==> src/rtl/adsr_env_ctrl_pkg.sv <==
// Shared encodings and constants for the ADSR envelope sequencer.
// State codes are fixed 3-bit values so downstream logic can decode them directly.
package adsr_env_ctrl_pkg;

   typedef logic [2:0] env_state_t;

   localparam env_state_t ENV_IDLE    = 3'd0;
   localparam env_state_t ENV_ATTACK  = 3'd1;
   localparam env_state_t ENV_DECAY   = 3'd2;
   localparam env_state_t ENV_SUSTAIN = 3'd3;
   localparam env_state_t ENV_RELEASE = 3'd4;

   localparam int ENV_GAIN_MAX     = 64;
   localparam int ENV_SUSTAIN_GAIN = 32;
   localparam int ENV_NUM_STEPS    = 10;

   // Phase that follows the last step of a timed phase.
   function automatic env_state_t next_phase(input env_state_t s);
      case (s)
         ENV_ATTACK:  next_phase = ENV_DECAY;
         ENV_DECAY:   next_phase = ENV_SUSTAIN;
         default:     next_phase = ENV_IDLE;
      endcase
   endfunction

endpackage

==> src/rtl/adsr_gain_lut.sv <==
// Combinational (state, step) -> 7-bit linear gain in 1/64 units.
module adsr_gain_lut
   import adsr_env_ctrl_pkg::*;
(
   input  logic [2:0] state,
   input  logic [3:0] step,
   output logic [6:0] gain
);

   logic [6:0] rise;
   logic [6:0] half;

   // rise = floor((k+1)*64/10), half = floor((k+1)*32/10); out-of-range steps saturate.
   always_comb begin
      case (step)
         4'd0:    begin rise = 7'd6;  half = 7'd3;  end
         4'd1:    begin rise = 7'd12; half = 7'd6;  end
         4'd2:    begin rise = 7'd19; half = 7'd9;  end
         4'd3:    begin rise = 7'd25; half = 7'd12; end
         4'd4:    begin rise = 7'd32; half = 7'd16; end
         4'd5:    begin rise = 7'd38; half = 7'd19; end
         4'd6:    begin rise = 7'd44; half = 7'd22; end
         4'd7:    begin rise = 7'd51; half = 7'd25; end
         4'd8:    begin rise = 7'd57; half = 7'd28; end
         default: begin rise = 7'd64; half = 7'd32; end
      endcase
   end

   always_comb begin
      case (state)
         ENV_ATTACK:  gain = rise;
         ENV_DECAY:   gain = 7'(ENV_GAIN_MAX) - half;
         ENV_SUSTAIN: gain = 7'(ENV_SUSTAIN_GAIN);
         ENV_RELEASE: gain = 7'(ENV_SUSTAIN_GAIN) - half;
         default:     gain = 7'd0;
      endcase
   end

endmodule

==> src/rtl/adsr_env_ctrl.sv <==
// Gate-driven ADSR sequencer for one voice, advanced by the codec sample tick.
// All outputs are registered and refresh one clk after each in_ready.
module adsr_env_ctrl
   import adsr_env_ctrl_pkg::*;
#(
   parameter int STEP_SAMPLES = 480,
   parameter int NUM_STEPS    = 10,
   parameter int CNT_W        = 16
) (
   input  logic       clk,
   input  logic       reset,
   input  logic       in_ready,
   input  logic       gate,
   output logic [2:0] env_state,
   output logic [3:0] env_step,
   output logic [6:0] env_gain,
   output logic       env_valid,
   output logic       env_active
);

   localparam logic [CNT_W-1:0] CNT_LAST  = CNT_W'(STEP_SAMPLES - 1);
   localparam logic [3:0]       STEP_LAST = 4'(NUM_STEPS - 1);

   logic             gate_q, retrig_flag, rise, retrig, advance;
   env_state_t       st, st_nx;
   logic [3:0]       step, step_nx;
   logic [CNT_W-1:0] cnt, cnt_nx;
   logic [6:0]       gain_nx;

   assign rise   = gate & ~gate_q;
   // A rise between ticks is latched so short gate pulses still retrigger.
   assign retrig = retrig_flag | rise;

   always_comb begin
      st_nx   = st;
      step_nx = step;
      cnt_nx  = cnt;
      advance = 1'b0;
      if (retrig || (st == ENV_IDLE && gate)) begin
         st_nx   = ENV_ATTACK;
         step_nx = '0;
         cnt_nx  = '0;
      end else begin
         case (st)
            ENV_IDLE: begin end
            ENV_ATTACK, ENV_DECAY, ENV_SUSTAIN: begin
               if (!gate) begin
                  st_nx   = ENV_RELEASE;
                  step_nx = '0;
                  cnt_nx  = '0;
               end else begin
                  advance = (st != ENV_SUSTAIN);
               end
            end
            ENV_RELEASE: advance = 1'b1;
            default: begin
               st_nx   = ENV_IDLE;
               step_nx = '0;
               cnt_nx  = '0;
            end
         endcase
         if (advance) begin
            if (cnt == CNT_LAST) begin
               cnt_nx = '0;
               if (step == STEP_LAST) begin
                  st_nx   = next_phase(st);
                  step_nx = '0;
               end else begin
                  step_nx = step + 4'd1;
               end
            end else begin
               cnt_nx = cnt + CNT_W'(1);
            end
         end
      end
   end

   // Gain is looked up from the next state so it registers alongside it.
   adsr_gain_lut u_gain_lut (
      .state (st_nx),
      .step  (step_nx),
      .gain  (gain_nx)
   );

   always_ff @(posedge clk) begin
      if (reset) begin
         gate_q      <= 1'b0;
         retrig_flag <= 1'b0;
         st          <= ENV_IDLE;
         step        <= '0;
         cnt         <= '0;
         env_gain    <= '0;
         env_valid   <= 1'b0;
         env_active  <= 1'b0;
      end else begin
         gate_q    <= gate;
         env_valid <= in_ready;
         if (in_ready) begin
            retrig_flag <= 1'b0;
            st          <= st_nx;
            step        <= step_nx;
            cnt         <= cnt_nx;
            env_gain    <= gain_nx;
            env_active  <= (st_nx != ENV_IDLE);
         end else if (rise) begin
            retrig_flag <= 1'b1;
         end
      end
   end

   assign env_state = st;
   assign env_step  = step;

endmodule
==> config.mk <==
export PLATFORM = sky130hd
export DESIGN_NAME = adsr_env_ctrl
export DESIGN_NICKNAME = d
export VERILOG_FILES = /design/src/rtl/adsr_env_ctrl_pkg.sv /design/src/rtl/adsr_gain_lut.sv /design/src/rtl/adsr_env_ctrl.sv
export SDC_FILE = /design/constraint.sdc
export NUM_CORES = 1
export LEC_CHECK = 0
export ABC_AREA = 0
export BUFFER_PORTS_ARGS = -buffer_cell sky130_fd_sc_hd__buf_2
export CORE_MARGIN = 5
export CORE_UTILIZATION = 60
export DETAILED_ROUTE_END_ITERATION = 6
export GPL_TIMING_DRIVEN = 0
export PLACE_DENSITY = 0.92
export SETUP_SLACK_MARGIN = 0.15
export SLEW_MARGIN = 15
export SYNTH_ARGS = -nofsm -noshare
export SYNTH_HDL_FRONTEND = slang
export SYNTH_SLANG_ARGS = --single-unit
==> constraint.sdc <==
create_clock -name clk -period 6.5 [get_ports clk]
set_input_delay 0.325 -clock clk [delete_from_list [all_inputs] [get_ports clk]]
set_output_delay 0.325 -clock clk [all_outputs]
set_load 0.01 [all_outputs]
Word level (Yosys, flattened, before mapping):

Memories as Yosys holds them, arrays and structs flattened.
Index checks and enable logic that the tools add are counted.
W data, S select, Z words.

* latch bits: 0
* memories: 1
* word-level logic and storage cells: 59
* RAM bits: 0
* bits in registers: 34
* output and inout port bits: 16
* ROM bits: 208
* bits of input ports: 4

* reductions and logical operators: 8
* multipliers: 0
* equal/unequal tests: 13
* shifts and indexed selects: 0
* bitwise gates (word level): 3
* add/subtract/negate cells: 4
* div/mod/pow operators: 0
* muxes and demuxes: 22
* $lt $le $gt $ge: 0

Memories
* (name not given): words 16, bits a word 13, rd ports 1, clocked after Yosys merged registers in 0, wr ports 0, RTL line adsr_gain_lut.sv:15 `case (step)`

Operator list (count)
* $mux W16: 4
* $pmux W16 S2: 1
* $pmux W7 S4: 1
* $mux W4: 5
* $add A16 B1 Y16 const B: 1
* $eq A16 B9 Y1 const B: 1
* $mux W3: 5
* $eq A3 B2 Y1 const B: 4
* $pmux W4 S2: 1
* $sub A6 B7 Y7 const A: 1
* $sub A7 B7 Y7 const A: 1
* $eq A3 B1 Y1 const B: 2
* $eq A3 B3 Y1 const B: 2
* $pmux W3 S2: 1
* $add A4 B1 Y4 const B: 1
* $eq A4 B4 Y1 const B: 1
* $ne A4 B4 Y1 const B: 1
* $pmux W2 S2: 1
* $reduce_or A2 Y1: 2
* $logic_not A3 Y1: 1
* $ne A3 B1 Y1 const B: 1
* $ne A3 B2 Y1 const B: 1
* $reduce_and A3 Y1: 1
* $reduce_bool A3 Y1: 1
* other kinds (8): 9

Depth between registers and ports, before layout:

An unclocked memory read counts as a cell.

* word-level depth: 10
* gate-level depth with buffers: 14
* gate-level depth less buffers: 13

Cells and area by module:

Synthesis repeated with hierarchy kept, for this count alone.

* cell total of the unflattened synthesis: 271
* area, all modules: 2172.1 um^2

Modules (own cells, without submodules)
* adsr_env_ctrl: sequential area each 680.7 um^2, instances 1, area each 1762.9 um^2, cells each 212
* adsr_gain_lut: sequential area each 0.0 um^2, instances 1, area each 409.1 um^2, cells each 59

Worst setup path after synthesis:

OpenSTA, ideal clock, no wires.

* path type: register to register
* from: reg step[1], in the netlist env_step[1]
* to: reg env_gain[6]
* path buffers: 1
* stages on the path, launching flop included: 15
* setup slack: 3.172 ns
* clock period less this slack: 3.328 ns
* setup time: 0.062 ns
* data arrival time: 3.266 ns
* path through: dfxtp_1 > inv_1 > ha_1 > and3b_2 > bufbuf_16 > or4_4 > a21oi_4 > inv_1 > ha_1 > o21ai_0 > a22o_2 > ha_1 > nand4_1 > or4b_1 > nand3_1

* longest elaborated chain between the ends: 8
* elaborated cells on any way between the ends: 20
* classes of those cells: add/sub: 3; eq/ne: 5; mux: 11; memory: 1

Ends and longest elaborated chain
* from (decl): RTL line adsr_env_ctrl.sv:26 `logic [3:0] step, step_nx;`
* from (signal assigned): RTL line adsr_env_ctrl.sv:101 `step <= step_nx;`
* $eq A4 B4 Y1 (*): RTL line adsr_env_ctrl.sv:65 `if (step == STEP_LAST) begin`
* $mux W4 (*): RTL line adsr_env_ctrl.sv:65
* $mux W4 (*): RTL line adsr_env_ctrl.sv:63 `if (cnt == CNT_LAST) begin`
* $mux W4 (*): RTL line adsr_env_ctrl.sv:62 `if (advance) begin`
* $mux W4 (*): RTL line adsr_env_ctrl.sv:39 `if (retrig || (st == ENV_IDLE && gate)) begin`
* via step_nx[0]: RTL line adsr_env_ctrl.sv:26
* $mem_v2 Z16 W13 (*)
* $sub A6 B7 Y7 or $sub A7 B7 Y7 (tied branches): RTL line adsr_gain_lut.sv:34, adsr_gain_lut.sv:32
* $pmux W7 S4 (*): RTL line adsr_gain_lut.sv:30 `case (state)`
* to (signal assigned): RTL line adsr_env_ctrl.sv:103 `env_gain <= gain_nx;`
* to (decl): RTL line adsr_env_ctrl.sv:16 `output logic [6:0] env_gain,`

The timed path passes the listed nets; every way through them passes the cells marked *.
A chain may end at the register's enable or synchronous reset.

Worst setup path in the final report:

* from: reg cnt[0]
* to: reg env_gain[6]

* longest elaborated chain between the ends: 7
* elaborated cells on any way between the ends: 15
* classes of those cells: add/sub: 2; eq/ne: 5; mux: 7; memory: 1

Ends and longest elaborated chain
* from (decl): RTL line adsr_env_ctrl.sv:27 `logic [CNT_W-1:0] cnt, cnt_nx;`
* from (signal assigned): RTL line adsr_env_ctrl.sv:102 `cnt <= cnt_nx;`
* $eq A16 B9 Y1 (*): RTL line adsr_env_ctrl.sv:63
* $mux W4 (*): RTL line adsr_env_ctrl.sv:63
* $mux W4 (*): RTL line adsr_env_ctrl.sv:62
* $mux W4 (*): RTL line adsr_env_ctrl.sv:39
* via step_nx[0]: RTL line adsr_env_ctrl.sv:26
* $mem_v2 Z16 W13 (*)
* $sub A6 B7 Y7 or $sub A7 B7 Y7 (tied branches): RTL line adsr_gain_lut.sv:34, adsr_gain_lut.sv:32
* $pmux W7 S4 (*): RTL line adsr_gain_lut.sv:30

Marks and branches as above.

==> impl_results.md <==
- Final Non-Filler Cells: 339
- P&R area growth vs syn: 12.6%
- Vias post-DR: 2187
- FFs w/ async S/R, synth: 0%
- WP data arrival: 4.03 ns
- Core area: 0.00369 mm^2
- Worst path required time: 6.74 ns
- Tot GR Track Use: 22.4%
- Register area: 681 um^2
- Failing checks: DRC
- Post-route setup TNS: 0 ns
- Largest net degree at the start of global routing: 13
- Site row count: 22
- Worst VDD drop: 0.199 mV
- DRC viols: 1
- Setup repair bufs after CTS: 0
- Final hold vios: 0
- Die X-Extent: 72.1 um
- Mapped Area: 0.00231 mm^2
- CTS tree: built
- Max-cap viol count: 0
- RR Endpoint: env_gain[6]$_SDFFE_PP0P_
- Hold Buf Count CTS: 0
- Hpwl dp: 4050 um
- Worst hold margin: 0.338 ns
- Clk buf depth: 2
- Die Area: 0.00520 mm^2
- Share of cells above drive strength 1: 20.6%
- Htree depth: 2
- Outcome: finished with violations
- Root buf cell: clkbuf_8
- Clk slew on worst S/H paths: 0.08 ns
- Final wirelength: 5570 um
- Dpl cells: 331
- Drt pass-1 iters: 7
- # clock sinks: 34
- Slew headroom: 42.0%
- YS warnings: 0
- # diodes: 0
- EDFF count, synth: 0
- Post-synthesis register bit count: 34
- Ys flop type: dfxtp_1
- Critical path fanouts, max: 9
- Routed len/inst: 16.4 um
- Skew final: 0.0105 ns
- Overall power: 502 uW
- Final setup viols: 0
- R2R depth: 13
- Mapped Cells: 264
- RePlAce Congestion: 0.941
- Hold_sp: reset
- Worst Tran Pin Value: 0.862 ns
- Tcrit/Tclk final: 58.3%
- Hold Crit Class: input port to flip-flop
- WHS Endpoint: env_valid$_SDFF_PP0_
- Overflow after GRT: 0
- First-pass GRT wire length: 9560 um
- Power Density: 192 mW/mm^2
- FMAX: 264 MHz
- PostCTS Resize Cnt: 0
- Initial core utilization: 62.8%
- Vias in the first global route: 2136
- Routed Antenna Nets: 0
- IO Count: 20
- Vias/cell: 6.45
- Nets: 302
- Tmin final: 3.79 ns
- Syn nets: 276
- Initial drt markers: 315
- Total CTS buffers: 5
- Initial antenna violation count: 0
- Synthesized area per cell: 8.77 um^2
- Multi-input gate area: 0.00147 mm^2
- Port bufs: 19
- Leakage: 0.00107 uW
- Worst Path Class, Setup: flip-flop to flip-flop
- Worst skew pair latency: 0.29 ns
- Worst Setup Start Kind: flip-flop
- Commonest non-fill, non-tap cells in the layout: dfxtp_1 (34), nor2_1 (33), buf_2 (21)
- RSZ-0062 raised after global routing: false
- Die Ht: 72.1 um
- Final core utilization: 70.7%
- RR Startpoint: cnt[0]$_SDFFE_PP0P_
- Reg-to-reg slack, setup: 2.71 ns
- WHS Path Cells: 2
- Unique masters post-synth: 64
- Sequential share of the synthesized area: 29.4%
- Slew Viols, Final: 0
- Commonest non-fill, non-tap cell in the layout: dfxtp_1
- Crit. End Element: flip-flop
- Fillers: 285
-- layer usage --
| metal | track usage [%] | vias up | part of all wire, % |
|---|---|---|---|
| li1 | - | 1031 | - |
| met1 | 28.9 | 1037 | 43 |
| met2 | 36.5 | 107 | 47 |
| met3 | 4.99 | 12 | 7.6 |
| met4 | 8.56 | 0 | 2.0 |
| met5 | 0 | - | 0 |
-- how the worst max path moves through the flow --
| stage | from | endpoint | slack, ns | cells after the start |
|---|---|---|---|---|
| after floorplan | env_step[1]$_SDFFE_PP0P_ | env_gain[6]$_SDFFE_PP0P_ | 3.17 | 14 |
| after global routing | cnt[0]$_SDFFE_PP0P_ | env_gain[6]$_SDFFE_PP0P_ | 2.54 | 13 |
| after global placement | cnt[0]$_SDFFE_PP0P_ | env_gain[6]$_SDFFE_PP0P_ | 2.94 | 13 |
| after CTS | cnt[0]$_SDFFE_PP0P_ | env_gain[6]$_SDFFE_PP0P_ | 2.79 | 13 |
| final | cnt[0]$_SDFFE_PP0P_ | env_gain[6]$_SDFFE_PP0P_ | 2.71 | 13 |
| after detailed placement | cnt[0]$_SDFFE_PP0P_ | env_gain[6]$_SDFFE_PP0P_ | 2.84 | 13 |
-- registers in the layout (all words and copies together) (netlist names) --
name	flops
retrig_flag	1
env_valid	1
env_gain	7
env_active	1
env_step	4
gate_q	1
cnt	16
env_state	3
-- layout make-up --
| cell class | instances | area share [%] |
|---|---|---|
| Buffer | 13 | 4.75 |
| Clock buffer | 5 | 2.64 |
| Clock inverter | 3 | 2.64 |
| Inverter | 12 | 1.73 |
| Multi-Input combinational cell | 205 | 56.2 |
| Sequential cell | 34 | 26.1 |
| Tap cell | 48 | 2.30 |
| Timing Repair Buffer | 19 | 3.65 |
-- synthesized netlist by cell type (3+ instances only) --
cell type,instances,area share (%)
nand2b_1,3,0.81
a22oi_1,4,1.3
or3_1,3,0.81
clkbuf_1,4,0.65
clkbuf_8,4,2.4
dfxtp_1,34,29
a211oi_1,3,0.97
o211ai_1,4,1.3
ha_1,8,4.3
xor2_1,8,3.0
o21ai_0,10,2.2
inv_1,12,1.9
mux2i_1,7,3.0
a31oi_1,3,0.81
nor4_1,5,1.4
nand3_1,18,3.9
nand2_1,14,2.3
o31ai_1,5,1.6
and3_1,5,1.4
nor3_1,8,1.7
a21oi_1,10,2.2
nor2_1,33,5.4
xnor2_1,4,1.5
-- power by group --
part / internal (uW) / switching (uW)
sequential: 213 / 3.15
clock: 154 / 82.2
combinational: 17.2 / 32.7
-- worst max-delay path, cell delays in order, from the launching register on --
cell	delay (ns)
dfxtp_1	0.38
ha_1	0.20
and4_2	0.30
nand4_4	0.20
or4_4	0.58
a21oi_4	0.27
inv_1	0.10
ha_1	0.32
o21ai_0	0.19
a22o_2	0.18
ha_1	0.18
nand4_1	0.19
or4b_1	0.53
nand3_1	0.10
-- cell families after synthesis --
kind of cell | Yosys count | share of synthesized area [%]
multiplexers | 7 | 3.03
AO/OA/AOI/OAI | 62 | 21.9
flip-flops | 34 | 29.4
adder cells (fa/ha/maj) | 8 | 4.32
XOR/XNOR | 12 | 4.54
AND/OR/NAND/NOR | 116 | 29.5
buffers and inverters | 25 | 7.30
-- through the flow --
stage                     worst slack [ns]  cell area [um^2]
after floorplan                       3.17              2310
after global placement                2.94              2470
after detailed placement              2.84              2470
after CTS                             2.79              2610
after global routing                  2.54              2610
final                                 2.71              2610
Power figures use the tool's default switching activity.
